<file path="src/rtl/somador_serial.sv">
// Serial signed adder/subtractor: processes PASSO bits per clock, LSB slice first,
// and publishes result and flags together when the last slice is done.
module somador_serial #(
    parameter int LARGURA = 8,
    parameter int PASSO   = 1
) (
    input  logic               Clock,
    input  logic               Reset,
    input  logic               Inicio,
    input  logic               Modo,
    input  logic [LARGURA-1:0] Entrada1,
    input  logic [LARGURA-1:0] Entrada2,
    output logic [LARGURA-1:0] Resultado,
    output logic               Carry,
    output logic               Overflow,
    output logic               Zero,
    output logic               Ocupado,
    output logic               Pronto
);

    localparam int K  = LARGURA / PASSO;
    localparam int CW = (K > 1) ? $clog2(K) : 1;
    localparam logic [CW-1:0] ULTIMO = CW'(K - 1);

    typedef enum logic [1:0] {OCIOSO, CALCULA, FIM} estado_t;

    estado_t            estado;
    logic [LARGURA-1:0] a;
    logic [LARGURA-1:0] b;
    logic [LARGURA-1:0] acc;
    logic [CW-1:0]      cnt;
    logic               cin;

    logic [PASSO:0]     soma;
    logic               cout;
    logic               cmsb;
    logic [LARGURA-1:0] res_nxt;

    // Operands shift right each slice; the partial sum enters acc from the top,
    // so after K slices acc holds the full word in place.
    always_comb begin
        soma    = {1'b0, a[PASSO-1:0]} + {1'b0, b[PASSO-1:0]} + {{PASSO{1'b0}}, cin};
        cout    = soma[PASSO];
        cmsb    = soma[PASSO-1] ^ a[PASSO-1] ^ b[PASSO-1];
        res_nxt = LARGURA'({soma[PASSO-1:0], acc} >> PASSO);
    end

    always_ff @(posedge Clock) begin
        if (Reset) begin
            estado    <= OCIOSO;
            a         <= '0;
            b         <= '0;
            acc       <= '0;
            cnt       <= '0;
            cin       <= 1'b0;
            Resultado <= '0;
            Carry     <= 1'b0;
            Overflow  <= 1'b0;
            Zero      <= 1'b1;
            Ocupado   <= 1'b0;
            Pronto    <= 1'b0;
        end else begin
            case (estado)
                OCIOSO: begin
                    Pronto <= 1'b0;
                    if (Inicio) begin
                        a       <= Entrada1;
                        b       <= Modo ? ~Entrada2 : Entrada2;
                        cin     <= Modo;
                        acc     <= '0;
                        cnt     <= '0;
                        Ocupado <= 1'b1;
                        estado  <= CALCULA;
                    end
                end
                CALCULA: begin
                    a   <= a >> PASSO;
                    b   <= b >> PASSO;
                    cin <= cout;
                    acc <= res_nxt;
                    cnt <= cnt + 1'b1;
                    if (cnt == ULTIMO) begin
                        Resultado <= res_nxt;
                        Carry     <= cout;
                        Overflow  <= cmsb ^ cout;
                        Zero      <= (res_nxt == '0);
                        Pronto    <= 1'b1;
                        estado    <= FIM;
                    end
                end
                FIM: begin
                    Pronto  <= 1'b0;
                    Ocupado <= 1'b0;
                    estado  <= OCIOSO;
                end
                default: estado <= OCIOSO;
            endcase
        end
    end

endmodule

</file>
<file path="config.mk">
export PLATFORM = sky130hd
export DESIGN_NAME = somador_serial
export DESIGN_NICKNAME = d
export VERILOG_FILES = /design/src/rtl/somador_serial.sv
export SDC_FILE = /design/constraint.sdc
export NUM_CORES = 1
export LEC_CHECK = 0
export BUFFER_PORTS_ARGS = -buffer_cell sky130_fd_sc_hd__buf_4
export CAP_MARGIN = 10
export CORE_MARGIN = 2
export CORE_UTILIZATION = 25
export CTS_BUF_LIST = sky130_fd_sc_hd__clkbuf_8
export DETAILED_ROUTE_END_ITERATION = 6
export PLACE_DENSITY = 0.4
export REMOVE_ABC_BUFFERS = 1
export SETUP_SLACK_MARGIN = 0.2
export SKIP_CTS_REPAIR_TIMING = 1
export SLEW_MARGIN = 30
export SYNTH_ARGS = -nofsm -noshare
export SYNTH_HDL_FRONTEND = slang
export SYNTH_SLANG_ARGS = --single-unit
</file>
<file path="constraint.sdc">
create_clock -name Clock -period 2.2 [get_ports Clock]
set_clock_uncertainty 0.2 [all_clocks]
set_input_delay 0.22 -clock Clock [delete_from_list [all_inputs] [get_ports Clock]]
set_output_delay 0.22 -clock Clock [all_outputs]
set_load 0.01 [all_outputs]
</file>
==> results of run 1 <==
Yosys cell counts, drive strengths merged:
cell and instances:
xnor2 3, ha 2, a21oi 14, a211oi 9
buf 10, fa 1, nand2b 1, o21ba 1
nor2 20, nand2 22, clkbuf 6, o21bai 1
o31ai 1, a31oi 1, inv 3, o21ai 8
nand3b 2, dfxtp 42, and3b 1, a22oi 16
nor4 2, nand3 9, o221a 1, nor2b 3
mux2i 8, xor2 8, a21o 1
registers in the layout, indices dropped and copies added, names as in the netlist:
register and flops:
Carry 1, cin 1, estado 2, acc 7
a 8, Ocupado 1, Resultado 8, Pronto 1
Zero 1, Overflow 1, cnt 3, b 8
worst paths after layout:
check / slack (ns) / from / end
hold reg to reg: 0.26 / Resultado[5] / Resultado[5]
setup reg to reg: 0.51 / a[0] / Overflow
hold / removal: 0.07 / Entrada1[6] / a[6]
setup / recovery: 0.51 / a[0] / Overflow
worst max-delay path, cell delays in order (launching register included):
cell and delay [ns]:
dfxtp_1 0.36, fa_1 0.64, xnor2_1 0.15, xnor2_1 0.14
a21oi_1 0.08
final cells by class:
cell class	count	area [um^2]	share of cell area [%]
clock buffers	5	68.8	3.08
clock inverters	3	40.0	1.79
inverters	3	11.3	0.504
multi-input cells	135	845	37.8
flip-flops and latches	42	841	37.6
well taps	96	120	5.38
repair buffers	41	308	13.8
metrics by stage:
step           setup WS, ns  std cells
3_3_place_gp          0.502        317
2_1_floorplan         0.319        180
6_report              0.511        325
4_1_cts               0.488        325
3_5_place_dp          0.512        317
5_1_grt               0.362        325
metal layers:
metal  up-vias  GRT usage [%]
met5         -              0
met4         0           5.37
met3         5           3.17
met2        22           16.2
met1       674           14.9
li1        749              -
power by group through the flow:
stage,Sequential (mW),Combinational (mW),Clock (mW)
after floorplan,0.833,0.120,0
final,0.816,0.208,0.609
after global placement,0.835,0.215,0
after global routing,0.821,0.233,0.664
after detailed placement,0.834,0.213,0
after CTS,0.816,0.214,0.632
logic make-up after synthesis:
group | after synthesis
adder cells (fa/ha/maj) | 3
XOR/XNOR | 11
AND/OR/NAND/NOR | 60
buffers and inverters | 19
multiplexers | 8
flip-flops | 42
AO/OA/AOI/OAI | 53
==> results.tsv, run 1 <==
stage	metric	value	unit
timing	whs	0.0694	ns
die	die_x	88.7	um
place	routabilityCongestion	0.705	
layout	area_growth_syn_to_layout	24.6	%
pwr	swShare	24.6	%
timing	finalSetupViolCount	0	
critical_path	path_max_fanout	4	
critical_path	start_kind	flip-flop	
clock_network	cts.sinks	42	
min_path	whs_path_depth	3	
die	die_height	88.7	um
clock_network	insertion_delay	0.30	ns
layout	layout_commonest_cell	dfxtp_1	
global_routing	grt_pass1_vias	1363	
layout	drive_above_1_share	23.1	%
timing	finalSetupTns	0	ns
detailed_routing	wl_met3	116	um
pwr	pwr-share-seq	50.0	%
detailed_routing	viasPerCell	4.46	
detailed_routing	dr_total_vias	1450	
min_path	hold_class	in2reg	
pwr	vdd_drop_max	0.000249	V
layout	layout_common_cells	dfxtp_1, buf_4, nand2_1	
die	die-area	7870	um^2
place	hpwl	2.71	mm
detailed_routing	dr.pass1.iters	4	
job	maxCapViolCount	0	
pwr	intPower	1.23	mW
critical_path	criticalPathCategory	reg2reg	
logic_synthesis	synth_top_area_share	46.9	%
timing	max-slew-margin-rel	70.3	%
logic_synthesis	synth.distinct_cells	31	
logic_synthesis	synth-seq-cells	42	
detailed_routing	dr.first_iter.drc_count	83	
place	port_buffers	32	
clock_network	tritoncts	yes	
timing	max_slew.worst_pin.slew	0.445	ns
clock_network	clock_tree.root_cell	clkbuf_8	
layout	fillers	734	
detailed_routing	drcViolationCount	0	
logic_synthesis	synthXorXnorAreaFrac	5.37	%
clock_network	clkSlewWorstSetupHoldPaths	0.08	ns
critical_path	worstPathArrival	1.66	ns
timing	final_max_slew_viol_count	0	
logic_synthesis	syn_inst	196	
logic_synthesis	post_synth_and_or_nand_nor_area_fraction	14.9	%
timing	final.min_clock_period	1.69	ns
pwr	p_leak	0.875	nW
layout	utilization	32.5	%
global_routing	grtUsageTotal	11.1	%
pwr	p_per_area	731	nW/um^2
global_routing	grt_max_degree	34	
logic_synthesis	muxShareOfSynthArea	4.47	%
pwr	switching_power	0.402	mW
detailed_routing	finalWirelength	3.93	mm
clock_network	cts_buffers	5	
detailed_routing	m1WireLength	2.02	mm
detailed_routing	wire_per_inst	12.1	um
pwr	clkPwrFrac	37.3	%
critical_path	reg2reg_depth	4	
place	postPlaceCellArea	2120	um^2
status	status	completed	
detailed_routing	antenna_left	0	
timing	rsz0062_at_grt	false	
logic_synthesis	synth_top_family_by_area	compound AO/OA/AOI/OAI gates	
logic_synthesis	yosys_warnings	0	
timing	fmax	592	MHz
die	core-area	6870	um^2
die	start_util	26.1	%
logic_synthesis	syn_avg_cell_area	9.15	um^2
logic_synthesis	synth_compound_area_share	19.9	%
timing	hold_violations	0	
layout	nNetsFinal	251	
clock_network	h-tree-depth	2	
pwr	power.total	1.63	mW
global_routing	grt_pass1_wl	6.65	mm
timing	fin_crit_sh	76.8	%
logic_synthesis	synthAdderAreaFrac	2.51	%
clock_network	clock_path_buffers	2	
logic_synthesis	netlist_area	1790	um^2
pwr	comb_power_share	12.8	%
global_routing	grt_overflow	0	
logic_synthesis	synth_largest_area_cell	dfxtp_1	
critical_path	worstSetupEndpointType	flip-flop	
logic_synthesis	synth.area.top_cells	dfxtp_1, a22oi_1, nand2_1	
die	io_pins	33	
layout	design_area	2230	um^2
detailed_routing	routed.top_layer	met4	
global_routing	grt_antenna_before_repair	0	
die	std_cell_rows	30	
critical_path	required	2.17	ns
layout	antenna_cells	0	
detailed_routing	dr_wl_met2	1.72	mm
logic_synthesis	ys_seq_area_share	46.9	%
Power figures use the tool's default switching activity.
==> run 2, diff against run 1 <==
==> constraint.sdc (replaced) <==
create_clock -name Clock -period 1.6 [get_ports Clock]
set_clock_uncertainty 0.2 [all_clocks]
set_input_delay 0.16 -clock Clock [delete_from_list [all_inputs] [get_ports Clock]]
set_output_delay 0.16 -clock Clock [all_outputs]
set_load 0.01 [all_outputs]
==> run 2 against run 1 <==
- final cell count grew 5.2%
- maximum frequency grew 6.8%
- clock-buffer cell count grew 1
- register-to-register slack lost 0.49 ns
- die area is the same
- combinational power grew 76%
- non-clock buffer count grew 16
- worst setup slack lost 0.49 ns
- critical endpoint unchanged
- largest cell class unchanged
==> results.tsv, run 2 (synthesis gave the netlist of run 1 again) <==
stage	metric	value	unit	change
die	start_util	26.1	%	unchanged
layout	nNetsFinal	268		was 251
critical_path	r2r-start	cin		was a[0]
die	die_x	88.7	um	unchanged
pwr	p_leak	0.992	nW	was 0.875 nW
timing	finalSetupViolCount	0		unchanged
global_routing	grt_overflow	0		unchanged
layout	area_growth_syn_to_layout	44.9	%	was 24.6%
min_path	whs_path_depth	3		unchanged
layout	fillers	722		was 734
min_path	min_to	a[6]		unchanged
detailed_routing	finalWirelength	4.44	mm	was 3.93 mm
critical_path	slowest_delay	0.62	ns	was 0.64 ns
timing	max-slew-margin-rel	70.6	%	was 70.3%
layout	design_area	2600	um^2	was 2230 um^2
clock_network	h-tree-depth	2		unchanged
timing	final.min_clock_period	1.58	ns	was 1.69 ns
critical_path	path_max_fanout	3		was 4
clock_network	cts.sinks	42		unchanged
pwr	vdd_drop_max	0.000283	V	was 0.000249 V
critical_path	critPathLaunch	cin		was a[0]
clock_network	clock_tree.root_cell	clkbuf_8		unchanged
place	hpwl	2.70	mm	was 2.71 mm
die	core-area	6870	um^2	unchanged
detailed_routing	viasPerCell	4.47		was 4.46
detailed_routing	dr_total_vias	1530		was 1,450
timing	fin_crit_sh	98.8	%	was 76.8%
clock_network	clkSlewWorstSetupHoldPaths	0.09	ns	was 0.08 ns
min_path	hold_class	in2reg		unchanged
clock_network	cts_buffers	5		unchanged
layout	layout_common_cells	buf_4, dfxtp_1, nor2_1		was dfxtp_1, buf_4, nand2_1
critical_path	start_kind	flip-flop		unchanged
die	io_pins	33		unchanged
timing	rsz0062_at_grt	true		was false
timing	hold_violations	0		unchanged
critical_path	reg2reg_depth	4		unchanged
detailed_routing	drcViolationCount	0		unchanged
timing	final_max_slew_viol_count	0		unchanged
global_routing	grt_antenna_before_repair	0		unchanged
critical_path	worstPathArrival	1.57	ns	was 1.66 ns
critical_path	rrSetupSlack	0.02	ns	was 0.51 ns
timing	max_slew.worst_pin.slew	0.441	ns	was 0.445 ns
pwr	p_per_area	855	nW/um^2	was 731 nW/um^2
clock_network	clock_path_buffers	2		unchanged
critical_path	cp_slowest_cell	fa_2		was fa_1
critical_path	crit_chain	fa_2, xnor2_2, xnor2_1, a21oi_1		was fa_1, xnor2_1, xnor2_1, a21oi_1
detailed_routing	wire_per_inst	13.0	um	was 12.1 um
die	die-area	7870	um^2	unchanged
global_routing	grt_pass1_wl	6.70	mm	was 6.65 mm
die	die_height	88.7	um	unchanged
status	status	completed		unchanged
place	port_buffers	32		unchanged
detailed_routing	dr.first_iter.drc_count	95		was 83
critical_path	required	1.59	ns	was 2.17 ns
clock_network	insertion_delay	0.30	ns	about the same
min_path	hold_path_startpoint	Entrada1[6]		unchanged
layout	reg_top3	Resultado: 8 flops, a: 8 flops, b: 8 flops		unchanged
global_routing	grt_max_degree	33		was 34
detailed_routing	antenna_left	0		unchanged
die	std_cell_rows	30		unchanged
clock_network	tritoncts	yes		unchanged
critical_path	worstSetupEndpointType	flip-flop		unchanged
global_routing	grtUsageTotal	11.1	%	about the same
job	maxCapViolCount	0		unchanged
critical_path	criticalPathCategory	reg2reg		unchanged
layout	drive_above_1_share	44.3	%	was 23.1%
layout	utilization	37.8	%	was 32.5%
layout	antenna_cells	0		unchanged
layout	layout_commonest_cell	buf_4		was dfxtp_1
place	postPlaceCellArea	2180	um^2	was 2120 um^2
critical_path	regToRegEndpoint	Overflow		unchanged
timing	fmax	633	MHz	was 592 MHz
global_routing	grt_pass1_vias	1395		was 1,363
place	routabilityCongestion	0.666		was 0.705
detailed_routing	dr.pass1.iters	4		unchanged
-- run 2: cell count changes in the layout (fill, tap and decap cells not counted), moves of 5 or more --
cell | previous run | this run
a21oi_1 | 14 | 3
dfxtp_1 | 42 | 35
nand2_4 | 0 | 9
a21oi_2 | 0 | 11
dfxtp_2 | 0 | 5
nand2_1 | 22 | 13
buf_4 | 41 | 49
-- run 2: how the worst max path moves through the flow --
stage,slack [ns],endpoint,cells past startpoint
global route,-0.03,Overflow,4
detailed placement,-0.06,Resultado[0],5
floorplan,-0.28,a[0],3
finish,0.02,Overflow,4
global placement,-0.01,Overflow,4
CTS,-0.07,Resultado[0],5
-- run 2: cell type report --
type | count | area, um^2 | area share, %
flip-flops and latches | 42 | 855 | 32.9
multi-input cells | 136 | 1030 | 39.8
repair buffers | 57 | 482 | 18.5
inverters | 3 | 11.3 | 0.434
clock buffers | 6 | 82.6 | 3.18
well taps | 96 | 120 | 4.62
clock inverters | 2 | 12.5 | 0.482
-- run 2: per-stage QoR --
step                      setup slack (ns)  instances  TNS, ns  hold slack [ns]  total power [mW]
after floorplan                     -0.281        180    -3.86           0.0246              1.31
after global placement             -0.0126        321  -0.0379            0.247              1.46
after detailed placement           -0.0582        321   -0.375            0.249              1.46
after CTS                          -0.0653        329   -0.388         -0.00505              2.20
after global routing               -0.0320        342  -0.0367           0.0177              2.34
final                               0.0195        342        0           0.0130              2.22
-- run 2: per-layer routing --
layer	share of wire (%)	GRT usage, %	vias to the layer above
li1	-	-	789
met1	49	14.9	715
met2	46	17.0	21
met3	2.5	2.52	5
met4	1.6	4.96	0
met5	0	0	-
-- run 2: worst max-delay path, delay by kind of cell (launching register included) --
family,cells,cell delay [ns]
adders and majority gates,1,0.62
AOI/OAI and AO/OA,1,0.07
xor gates and xnor gates,2,0.25
DFF,1,0.34
-- run 2: power breakdown --
group | switching, mW | internal, mW
clock | 0.385 | 0.347
sequential | 0.0311 | 1.09
combinational | 0.170 | 0.196
total | 0.586 | 1.64
